===== src/rtl/fifo_pack_reader.sv =====
// fifo_pack_reader: drains a FIFO with one-cycle registered read data and packs
// PACK_RATIO consecutive entries into one word on a valid/ready output port.
module fifo_pack_reader #(
    parameter int DATA_WIDTH = 2,
    parameter int PACK_RATIO = 4
) (
    input  logic                               clk,
    input  logic                               rst,
    input  logic                               fifo_empty,
    output logic                               fifo_rd,
    input  logic [DATA_WIDTH-1:0]              fifo_data,
    output logic                               out_valid,
    input  logic                               out_ready,
    output logic [DATA_WIDTH*PACK_RATIO-1:0]   out_data,
    output logic [15:0]                        words_out
);
    localparam int OUT_W  = DATA_WIDTH * PACK_RATIO;
    localparam int FILL_W = $clog2(PACK_RATIO + 1);
    localparam logic [FILL_W-1:0] FILL_FULL = FILL_W'(PACK_RATIO);
    localparam logic [FILL_W-1:0] FILL_LAST = FILL_W'(PACK_RATIO - 1);
    localparam logic [FILL_W:0]   OCC_FULL  = (FILL_W + 1)'(PACK_RATIO);

    logic [FILL_W-1:0] fill_q, fill_d;
    logic              in_flight_q;
    logic [OUT_W-1:0]  acc_q, acc_d;
    logic              out_valid_q, out_valid_d;
    logic [OUT_W-1:0]  out_data_q, out_data_d;
    logic [15:0]       words_q, words_d;
    logic              out_free;
    logic              xfer;
    logic              load;
    logic [FILL_W:0]   occupancy;

    assign out_free  = !out_valid_q || out_ready;
    assign xfer      = out_valid_q && out_ready;
    assign occupancy = {1'b0, fill_q} + {{FILL_W{1'b0}}, in_flight_q};

    // Popping past a full word is only allowed when the output register can
    // take a word this cycle, so returning data always has a lane to land in.
    assign fifo_rd = !rst && !fifo_empty && ((occupancy < OCC_FULL) || out_free);

    always_comb begin
        fill_d     = fill_q;
        acc_d      = acc_q;
        load       = 1'b0;
        out_data_d = out_data_q;
        if (fill_q == FILL_FULL) begin
            if (out_free) begin
                load       = 1'b1;
                out_data_d = acc_q;
                fill_d     = '0;
            end
        end else if (in_flight_q) begin
            for (int i = 0; i < PACK_RATIO; i++) begin
                if (fill_q == FILL_W'(i)) begin
                    acc_d[i*DATA_WIDTH +: DATA_WIDTH] = fifo_data;
                end
            end
            if (fill_q == FILL_LAST) begin
                if (out_free) begin
                    load       = 1'b1;
                    out_data_d = {fifo_data, acc_q[OUT_W-DATA_WIDTH-1:0]};
                    fill_d     = '0;
                end else begin
                    fill_d = FILL_FULL;
                end
            end else begin
                fill_d = fill_q + FILL_W'(1);
            end
        end
        out_valid_d = load ? 1'b1 : (xfer ? 1'b0 : out_valid_q);
        words_d     = words_q + {15'd0, xfer};
    end

    always_ff @(posedge clk) begin
        if (rst) begin
            fill_q      <= '0;
            in_flight_q <= 1'b0;
            acc_q       <= '0;
            out_valid_q <= 1'b0;
            out_data_q  <= '0;
            words_q     <= '0;
        end else begin
            fill_q      <= fill_d;
            in_flight_q <= fifo_rd;
            acc_q       <= acc_d;
            out_valid_q <= out_valid_d;
            out_data_q  <= out_data_d;
            words_q     <= words_d;
        end
    end

    assign out_valid = out_valid_q;
    assign out_data  = out_data_q;
    assign words_out = words_q;
endmodule


===== config.mk =====
export PLATFORM = sky130hd
export DESIGN_NAME = fifo_pack_reader
export DESIGN_NICKNAME = d
export VERILOG_FILES = /design/src/rtl/fifo_pack_reader.sv
export SDC_FILE = /design/constraint.sdc
export NUM_CORES = 1
export LEC_CHECK = 0
export BUFFER_PORTS_ARGS = -buffer_cell sky130_fd_sc_hd__buf_2
export CAP_MARGIN = 10
export CORE_MARGIN = 1.5
export CORE_UTILIZATION = 55
export CTS_BUF_LIST = sky130_fd_sc_hd__clkbuf_4
export CTS_CLUSTER_SIZE = 10
export DETAILED_ROUTE_END_ITERATION = 8
export PLACE_DENSITY = 0.77
export SLEW_MARGIN = 40
export SYNTH_ARGS = -nofsm -noshare
export SYNTH_HDL_FRONTEND = slang
export SYNTH_SLANG_ARGS = --single-unit

===== constraint.sdc =====
create_clock -name clk -period 3.63 [get_ports clk]
set_clock_uncertainty 0.2 [all_clocks]
set_input_delay 0.5445 -clock clk [delete_from_list [all_inputs] [get_ports clk]]
set_output_delay 0.5445 -clock clk [all_outputs]
set_load 0.02 [all_outputs]

==> results of run 1 <==
synth_stat cells (4+ instances only):
| cell | instances | area (sq um) |
|---|---|---|
| o21ai_0 | 5 | 25.0 |
| nand3b_1 | 4 | 30.0 |
| dfxtp_1 | 37 | 741 |
| nor3_1 | 4 | 20.0 |
| or4_1 | 4 | 30.0 |
| inv_1 | 8 | 30.0 |
| nand2_1 | 9 | 33.8 |
| mux2_1 | 4 | 45.0 |
| clkbuf_1 | 7 | 26.3 |
| nor2b_1 | 8 | 50.1 |
| o211ai_1 | 7 | 52.6 |
| nand3_1 | 6 | 30.0 |
| mux2i_1 | 8 | 80.1 |
| ha_1 | 6 | 75.1 |
| nor2_1 | 17 | 63.8 |
| o31ai_1 | 10 | 75.1 |
| a21oi_1 | 18 | 90.1 |
flip-flops by register name, indices dropped and copies added (netlist names):
signal and cells:
out_valid 1, acc_q 8, fill_q 3, in_flight_q 1, words_out 16, out_data 8
worst max path at each step:
stage | cells past startpoint | slack, ns | from | to
2_1_floorplan | 6 | 1.50 | out_ready | words_out[14]
3_3_place_gp | 7 | 1.30 | out_ready | words_out[14]
3_5_place_dp | 7 | 1.22 | out_ready | words_out[14]
4_1_cts | 6 | 1.50 | out_valid | words_out[14]
5_1_grt | 6 | 1.36 | out_valid | words_out[14]
6_report | 6 | 1.48 | out_valid | words_out[14]
power groups by stage:
| stage | Clock, mW | Combinational, mW | Sequential (mW) |
|---|---|---|---|
| after floorplan | 0 | 0.0202 | 0.421 |
| after global placement | 0 | 0.0278 | 0.422 |
| after detailed placement | 0 | 0.0290 | 0.423 |
| after CTS | 0.205 | 0.0291 | 0.413 |
| after global routing | 0.225 | 0.0328 | 0.414 |
| final | 0.200 | 0.0293 | 0.414 |
area by class of cell:
| class | instances | area (sq um) | share of cell area, % |
|---|---|---|---|
| Multi-Input combinational cell | 137 | 950 | 47.8 |
| Sequential cell | 37 | 741 | 37.3 |
| Timing Repair Buffer | 32 | 163 | 8.18 |
| Tap cell | 44 | 55.1 | 2.77 |
| Clock buffer | 5 | 37.5 | 1.89 |
| Inverter | 8 | 30.0 | 1.51 |
| Clock inverter | 3 | 12.5 | 0.629 |
layer usage:
| metal | GRT usage, % | wire, um | vias to the layer above |
|---|---|---|---|
| li1 | - | - | 753 |
| met1 | 28.7 | 1730 | 706 |
| met2 | 32.9 | 1590 | 34 |
| met3 | 5.84 | 177 | 6 |
| met4 | 6.67 | 34 | 0 |
| met5 | 0 | 0 | - |
worst max-delay path: cells and delay by family (launching register included):
family | cells | cell delay [ns]
AND/OR/NAND/NOR | 3 | 0.64
multiplexers | 1 | 0.35
flip-flops | 1 | 0.39
adder cells (fa/ha/maj) | 2 | 0.47
per-stage QoR:
stage	area, sq um	hold WS (ns)	std cells
floorplan	1770	0.252	193
global placement	1940	0.254	258
detailed placement	1940	0.264	258
CTS	1990	0.177	266
global route	1990	0.185	266
finish	1990	0.183	266
kinds of logic (layout without fill, tap and decap cells):
kind of cell / count (synthesis) / count (layout) / synth area share [%]
mux: 12 / 12 / 7.08
simple gates: 71 / 71 / 24.7
xor+xnor: 3 / 3 / 1.49
compound gates: 45 / 45 / 16.1
fa+ha+maj: 6 / 6 / 4.25
flops: 37 / 37 / 41.9
buf+inv: 19 / 48 / 4.53
==> metrics.yaml, run 1 <==
status: "finished, final reports clean"
wl_per_cell_um: 13.3
worst_pin_slew_ns: 0.692
grt_max_degree: 23
io_buffer_count: 31
period_needed_ns: 2.15
post-route-util_pct: 65.1
layout_commonest_cell: "dfxtp_1"
synth_area_per_cell_sq_um: 9.16
dpl.hpwl_um: 2520
slew_violations: 0
drv_cap: 0
ys_async_sr_fraction_pct: 0
r2r_slack_ns: 1.48
worst-endpoint-required_ns: 3.66
power_frac_comb_pct: 4.6
placementRows: 20
antenna_found_initial: 0
vias: 1499
cp_slowest_cell: "dfxtp_1"
cts_made_buffers: 5
io_pins: 32
fmax_mhz: 466
path_common_cell: "ha_1"
finalNetCount: 233
p_leak_nw: 0.847
synth_flop_cell: "dfxtp_1"
fin_crit_sh_pct: 59.1
gr-total-overflow: 0
finalPower_mw: 0.643
place_ws_ns: 1.22
cts-htree-levels: 2
endpoint_kind: "register"
place.gp.congestion: 0.831
power.density_nw_per_um2: 323
root_buffer: "clkbuf_4"
drt-total-wl_um: 3530
synthesis.instances: 193
yosysSeqAreaShare_pct: 41.9
hold_end: "in_flight_q"
holdCritStartpoint: "fifo_empty"
grt_pass1_vias: 1288
critPathMaxFanout: 6
final_cell_mix: "dfxtp_1, buf_2, a21oi_1"
core_region_area_sq_um: 3050
cp-start-kind: "register"
cts_sinks: 37
p_int_mw: 0.490
drtPass1Iterations: 4
synth_area_sq_um: 1770
maxSlewHeadroom_pct: 53.8
post_cts_buffers: 0
cts_resized: 0
path_clk_slew_ns: 0.10
antenna_cells: 0
max-vdd-ir-drop_mv: 0.235
seq_power_share_pct: 64.4
final.setup.worst_slack_ns: 1.48
hold_class: "in2reg"
r2r_start: "out_valid"
tns_ns: 0
clock_latency_ns: 0.34
initial_core_util_pct: 57.9
n_fill_cell: 272
drtAntennaViolNets: 0
synth-seq-cells: 37
cts_tree: "done"
drc: 0
hold_buffers: 0
path_class: "reg2reg"
syn_nets: 205
drive_gt1_share_pct: 19.4
r2r-end: "words_out[14]"
gr-usage-all-layers_pct: 21.3
hold_viol_final: 0
synth_edf_count: 0
die-area_sq_um: 3560
viasPerCell: 5.64
syn2layout_area_growth_pct: 12.5
clkPwrFrac_pct: 31.1
hold_depth: 2
grt_pass1_wl_um: 5800
p_sw_share_pct: 23.8
ys_warn_count: 0
die_height_um: 59.7
arrival_ns: 2.17
switchingPower_mw: 0.153
r2r_cells: 6
cts_buffer_depth: 2
crit_chain: "and2_1, ha_1, ha_1, nand2_1, nor4_1, mux2_1"
synth_cell_types: 36
die_width_um: 59.7
finalSetupViolations: 0
drt_iter0_markers: 74
rsz0062_at_grt: "false"
slowest_delay_ns: 0.39
Note: power is estimated with default switching activity, not from simulation.
==> run 2, diff against run 1 <==
ABC_AREA = 1   (was not set)
clock period = 2.25 ns   (was 3.63 ns; I/O delays follow)
==> run 2 against run 1 <==
Compared with the run above: the run now ends with DRC left; count of clock-buffer cells in the layout up 1; core utilization up 3.6 points; worst setup slack worse by 1.2 ns; die area down 5.2%; design area decreased by 2.2%; critical endpoint is now fifo_rd; hold slack worse by 0.11 ns.
==> metrics.yaml, run 2 <==
ys_async_sr_fraction_pct: 0
antenna_cells: 0
ys_top_cells_by_count: "nand2_1, dfxtp_1, inv_1"
clkPwrFrac_pct: 38.7
switchingPower_mw: 0.261
p_int_mw: 0.929
path_common_cell: "buf_2"
drtPass1Iterations: 7
final.setup.worst_slack_ns: 0.320
synth_edf_count: 0
p_leak_nw: 0.933
place_ws_ns: 0.458
core_region_area_sq_um: 2830
yosys.area.top_type: "dfxtp_1"
wl_per_cell_um: 10.9
drive_gt1_share_pct: 18.6
clock_latency_ns: 0.34
violations: "DRC"
syn2layout_area_growth_pct: 16.3
post-route-util_pct: 68.7
finalNetCount: 274
crit_start: "fifo_empty"
cp-start-kind: "input pin"
layout_commonest_cell: "nand2_1"
synth_top_area_share_pct: 44.3
max-vdd-ir-drop_mv: 0.457
placementRows: 19
fmax_mhz: 518
cts_sinks: 37
gr-usage-all-layers_pct: 21.2
cts-htree-levels: 2
cp_slowest_cell: "dlygate4sd3_1"
dpl.hpwl_um: 2290
cts_made_buffers: 5
synth_area_sq_um: 1670
io_pins: 32
drt_iter0_markers: 89
synth-seq-cells: 37
synth_flop_cell: "dfxtp_1"
synthesis.instances: 226
vias: 1497
place_area_sq_um: 1860
power_frac_comb_pct: 4.8
rsz0062_at_grt: "false"
cts_tree: "done"
hold_viol_final: 0
die_width_um: 58.1
root_buffer: "clkbuf_4"
status: "complete, but fails checks"
io_buffer_count: 31
hold_buffers: 1
ys_warn_count: 0
holdCritStartpoint: "rst"
path_class: "in2out"
crit_chain: "dlygate4sd3_1, buf_2, nor3_1, buf_2"
grt_pass1_vias: 1304
drc: 3
grt_max_degree: 24
period_needed_ns: 1.93
largest_register_ff_count: 16
ys_top_cells_by_area: "dfxtp_1, nand2_1, inv_1"
finalSetupViolations: 0
slew_violations: 0
hold_depth: 2
grt_pass1_wl_um: 5390
final_cell_mix: "nand2_1, dfxtp_1, inv_1"
fin_crit_sh_pct: 85.8
maxSlewHeadroom_pct: 59.5
cts_buffer_depth: 2
path_clk_slew_ns: 0.11
finalInstanceArea_sq_um: 1940
arrival_ns: 1.39
drt-total-wl_um: 3190
drv_cap: 0
die-area_sq_um: 3380
post_cts_buffers: 0
r2r_start: "fill_q[0]"
r2r_slack_ns: 0.49
worst-endpoint-required_ns: 1.71
viasPerCell: 5.09
synth_cell_types: 24
power.density_nw_per_um2: 612
yosysSeqAreaShare_pct: 44.3
antenna_found_initial: 0
tns_ns: 0
endpoint_kind: "output pin"
hold_ws_ns: 0.0708
n_fill_cell: 246
hold_class: "in2reg"
cts_resized: 0
drtAntennaViolNets: 0
worst_pin_slew_ns: 0.607
critPathMaxFanout: 2
yosysMostFrequentCell: "nand2_1"
gr-total-overflow: 0
synth_area_per_cell_sq_um: 7.40
p_sw_share_pct: 22.0
initial_core_util_pct: 59.1
r2r_cells: 7
place.gp.congestion: 0.891
seq_power_share_pct: 56.5
slowest_delay_ns: 0.53
die_height_um: 58.1
syn_nets: 238
==> run 2: cell types whose count changed in the layout (fill, tap and decap cells not counted), moves of 5 or more <==
cell      delta
inv_1       +26
mux2i_1      -8
nand2_1     +29
nand3_1      +5
nor2_1      +16
nor2b_1      -7
o211ai_1     -7
o21ai_0     +17
o31ai_1     -10
==> run 2: critical path, delay by kind of cell <==
kind / cells / cell delay, ns
buf+inv: 3 / 0.86
simple gates: 1 / 0.20
==> run 2: stage by stage <==
step                std cells  total power [mW]
floorplan                 226             0.725
global placement          285             0.742
detailed placement        285             0.743
CTS                       294              1.20
global route              294              1.23
finish                    294              1.19
==> run 2: routing by layer <==
metal  part of all wire [%]  global-route usage (%)  up-vias
met5                      0                       0        -
met3                    5.0                    6.25        2
met4                   0.91                    9.30        0
li1                       -                       -      789
met2                     49                    34.6       40
met1                     45                    25.9      666
==> run 2: cell type report <==
class                           instances  area (sq um)  share of cell area (%)
Clock inverter                          2          33.8                    1.74
Clock buffer                            6          45.0                    2.32
Multi-Input combinational cell        149           778                    40.0
Tap cell                               31          38.8                    1.99
Inverter                               36           135                    6.95
Timing Repair Buffer                   33           173                    8.88
Sequential cell                        37           741                    38.1
==> run 2: power groups by stage <==
stage               sequential (mW)  clock (mW)  combinational (mW)
floorplan                     0.688           0              0.0371
global placement              0.688           0              0.0544
detailed placement            0.688           0              0.0555
CTS                           0.673       0.474              0.0569
global route                  0.675       0.492              0.0666
finish                        0.673       0.461              0.0569
==> run 2: worst paths after layout <==
kind | to
setup / recovery | fifo_rd
hold / removal | words_out[1]
setup reg to reg | out_data[1]
hold reg to reg | acc_q[5]
==> run 2: cells by family after synthesis <==
kind of cell / Yosys count / share of synthesized area [%]
simple gates: 96 / 26.1
fa+ha+maj: 6 / 4.49
xor+xnor: 5 / 2.62
buf+inv: 40 / 9.13
compound gates: 42 / 13.3
flops: 37 / 44.3
==> run 3, diff against run 2 <==
ABC_AREA = not set   (was 1)
==> run 3 against run 2 <==
Compared with the run above: the flow now finishes without violations; total power down 12%; clock power down 28%; design area up 4.4%; fmax down 3.5%; largest power group unchanged; critical path type is now reg2reg.
==> metrics.yaml, run 3 (same netlist as run 1, synthesis figures left out) <==
hold_viol_final: 0
grt_use_met2_pct: 35.4
layout_commonest_cell: "dfxtp_1"
grt_pass1_vias: 1379
drt_iter0_markers: 96
critPathMaxFanout: 5
largest_register_ff_count: 16
initial_core_util_pct: 57.9
cts_tree: "done"
gr-usage-met1_pct: 30.6
clock_latency_ns: 0.34
rsz0062_at_grt: "false"
cts-htree-levels: 2
post-route-util_pct: 66.5
hold_class: "in2reg"
fmax_mhz: 500
p_sw_share_pct: 23.4
final.setup.worst_slack_ns: 0.249
grt_pass1_wl_um: 6170
fin_crit_sh_pct: 88.9
drv_cap: 0
io_pins: 32
syn2layout_area_growth_pct: 14.8
grt.busiest_layer: "met2"
gr-usage-all-layers_pct: 23.0
worst-endpoint-required_ns: 2.29
status: "finished, final reports clean"
arrival_ns: 2.04
drt-total-wl_um: 3660
finalNetCount: 238
grt_max_degree: 23
io_buffer_count: 31
drc: 0
finalSetupViolations: 0
grtUsageMet3_pct: 6.28
power.density_nw_per_um2: 517
p_leak_nw: 0.871
finalPower_mw: 1.05
path_class: "reg2reg"
tns_ns: 0
period_needed_ns: 2.00
clkPwrFrac_pct: 31.7
placementRows: 20
wl_per_cell_um: 13.6
final_cell_mix: "dfxtp_1, buf_2, a21oi_1"
worst_pin_slew_ns: 0.682
antenna_cells: 0
core_region_area_sq_um: 3050
slew_violations: 0
drtAntennaViolNets: 0
die_width_um: 59.7
power_frac_comb_pct: 4.7
path_clk_slew_ns: 0.11
vias: 1487
die-area_sq_um: 3560
post_cts_buffers: 0
drtPass1Iterations: 4
endpoint_kind: "register"
antenna_found_initial: 0
gr-total-overflow: 0
viasPerCell: 5.51
dpl.hpwl_um: 2580
cts_buffer_depth: 2
drive_gt1_share_pct: 20.8
cp-start-kind: "register"
seq_power_share_pct: 63.6
root_buffer: "clkbuf_4"
switchingPower_mw: 0.245
max-vdd-ir-drop_mv: 0.321
place_ws_ns: 0.102
place.gp.congestion: 0.865
cts_made_buffers: 5
p_int_mw: 0.804
cts_sinks: 37
die_height_um: 59.7
maxSlewHeadroom_pct: 54.5
run 3: changes by cell type in the layout (fill, tap and decap cells not counted), sizes merged, moves of 8 or more:
cell   change
nand3      -8
o31ai     +10
nand2     -30
nor2      -18
inv       -28
mux2i      +8
nor2b      +8
o21ai     -17
run 3: layer usage:
layer | share of wire (%) | routed length (um)
met5 | 0 | 0
met4 | 1.4 | 53
met3 | 6.0 | 221
met2 | 45 | 1640
met1 | 48 | 1750
run 3: path summary, 6_finish.rpt:
| kind | start | end | slack, ns | depth (start not counted) |
|---|---|---|---|---|
| max | out_valid | words_out[14] | 0.25 | 6 |
| min | fifo_data[0] | acc_q[4] | 0.10 | 3 |
| max reg2reg | out_valid | words_out[14] | 0.25 | 6 |
| min reg2reg | out_data[5] | out_data[5] | 0.27 | 2 |
run 3: metrics by stage:
stage / cells / hold WS (ns) / cell area, sq um
CTS: 270 / 0.0937 / 2020
global placement: 262 / 0.254 / 1970
floorplan: 193 / 0.217 / 1770
finish: 270 / 0.103 / 2030
detailed placement: 262 / 0.260 / 1970
global route: 270 / 0.0931 / 2030
run 3: cell type report:
type / count / area, sq um
clock buffer: 6 / 45.0
clock inverter: 1 / 3.75
fill: 264 / 1020
inverter: 8 / 30.0
multi-input combinational: 137 / 952
sequential: 37 / 741
tap: 44 / 55.1
timing repair buffer: 37 / 203
run 3: power by group through the flow:
stage,Clock [mW],Combinational [mW],Sequential [mW]
2_1_floorplan,0,0.0326,0.679
3_3_place_gp,0,0.0447,0.681
3_5_place_dp,0,0.0471,0.682
4_1_cts,0.343,0.0486,0.667
5_1_grt,0.371,0.0545,0.668
6_report,0.332,0.0494,0.667
run 3: critical path, stage by stage (launching register included):
cell     delay, ns
dfxtp_1       0.38
and2_1        0.16
ha_1          0.23
ha_1          0.19
nand2_1       0.11
nor4_1        0.29
mux2_1        0.35
run 3: what timing repair did:
action / 4_1_cts / 5_1_grt
resized for setup: 0 / 1
hold buffers: 1 / 0
endpoints found under the setup margin: 0 / 1
endpoints found under the hold margin: 1 / 0
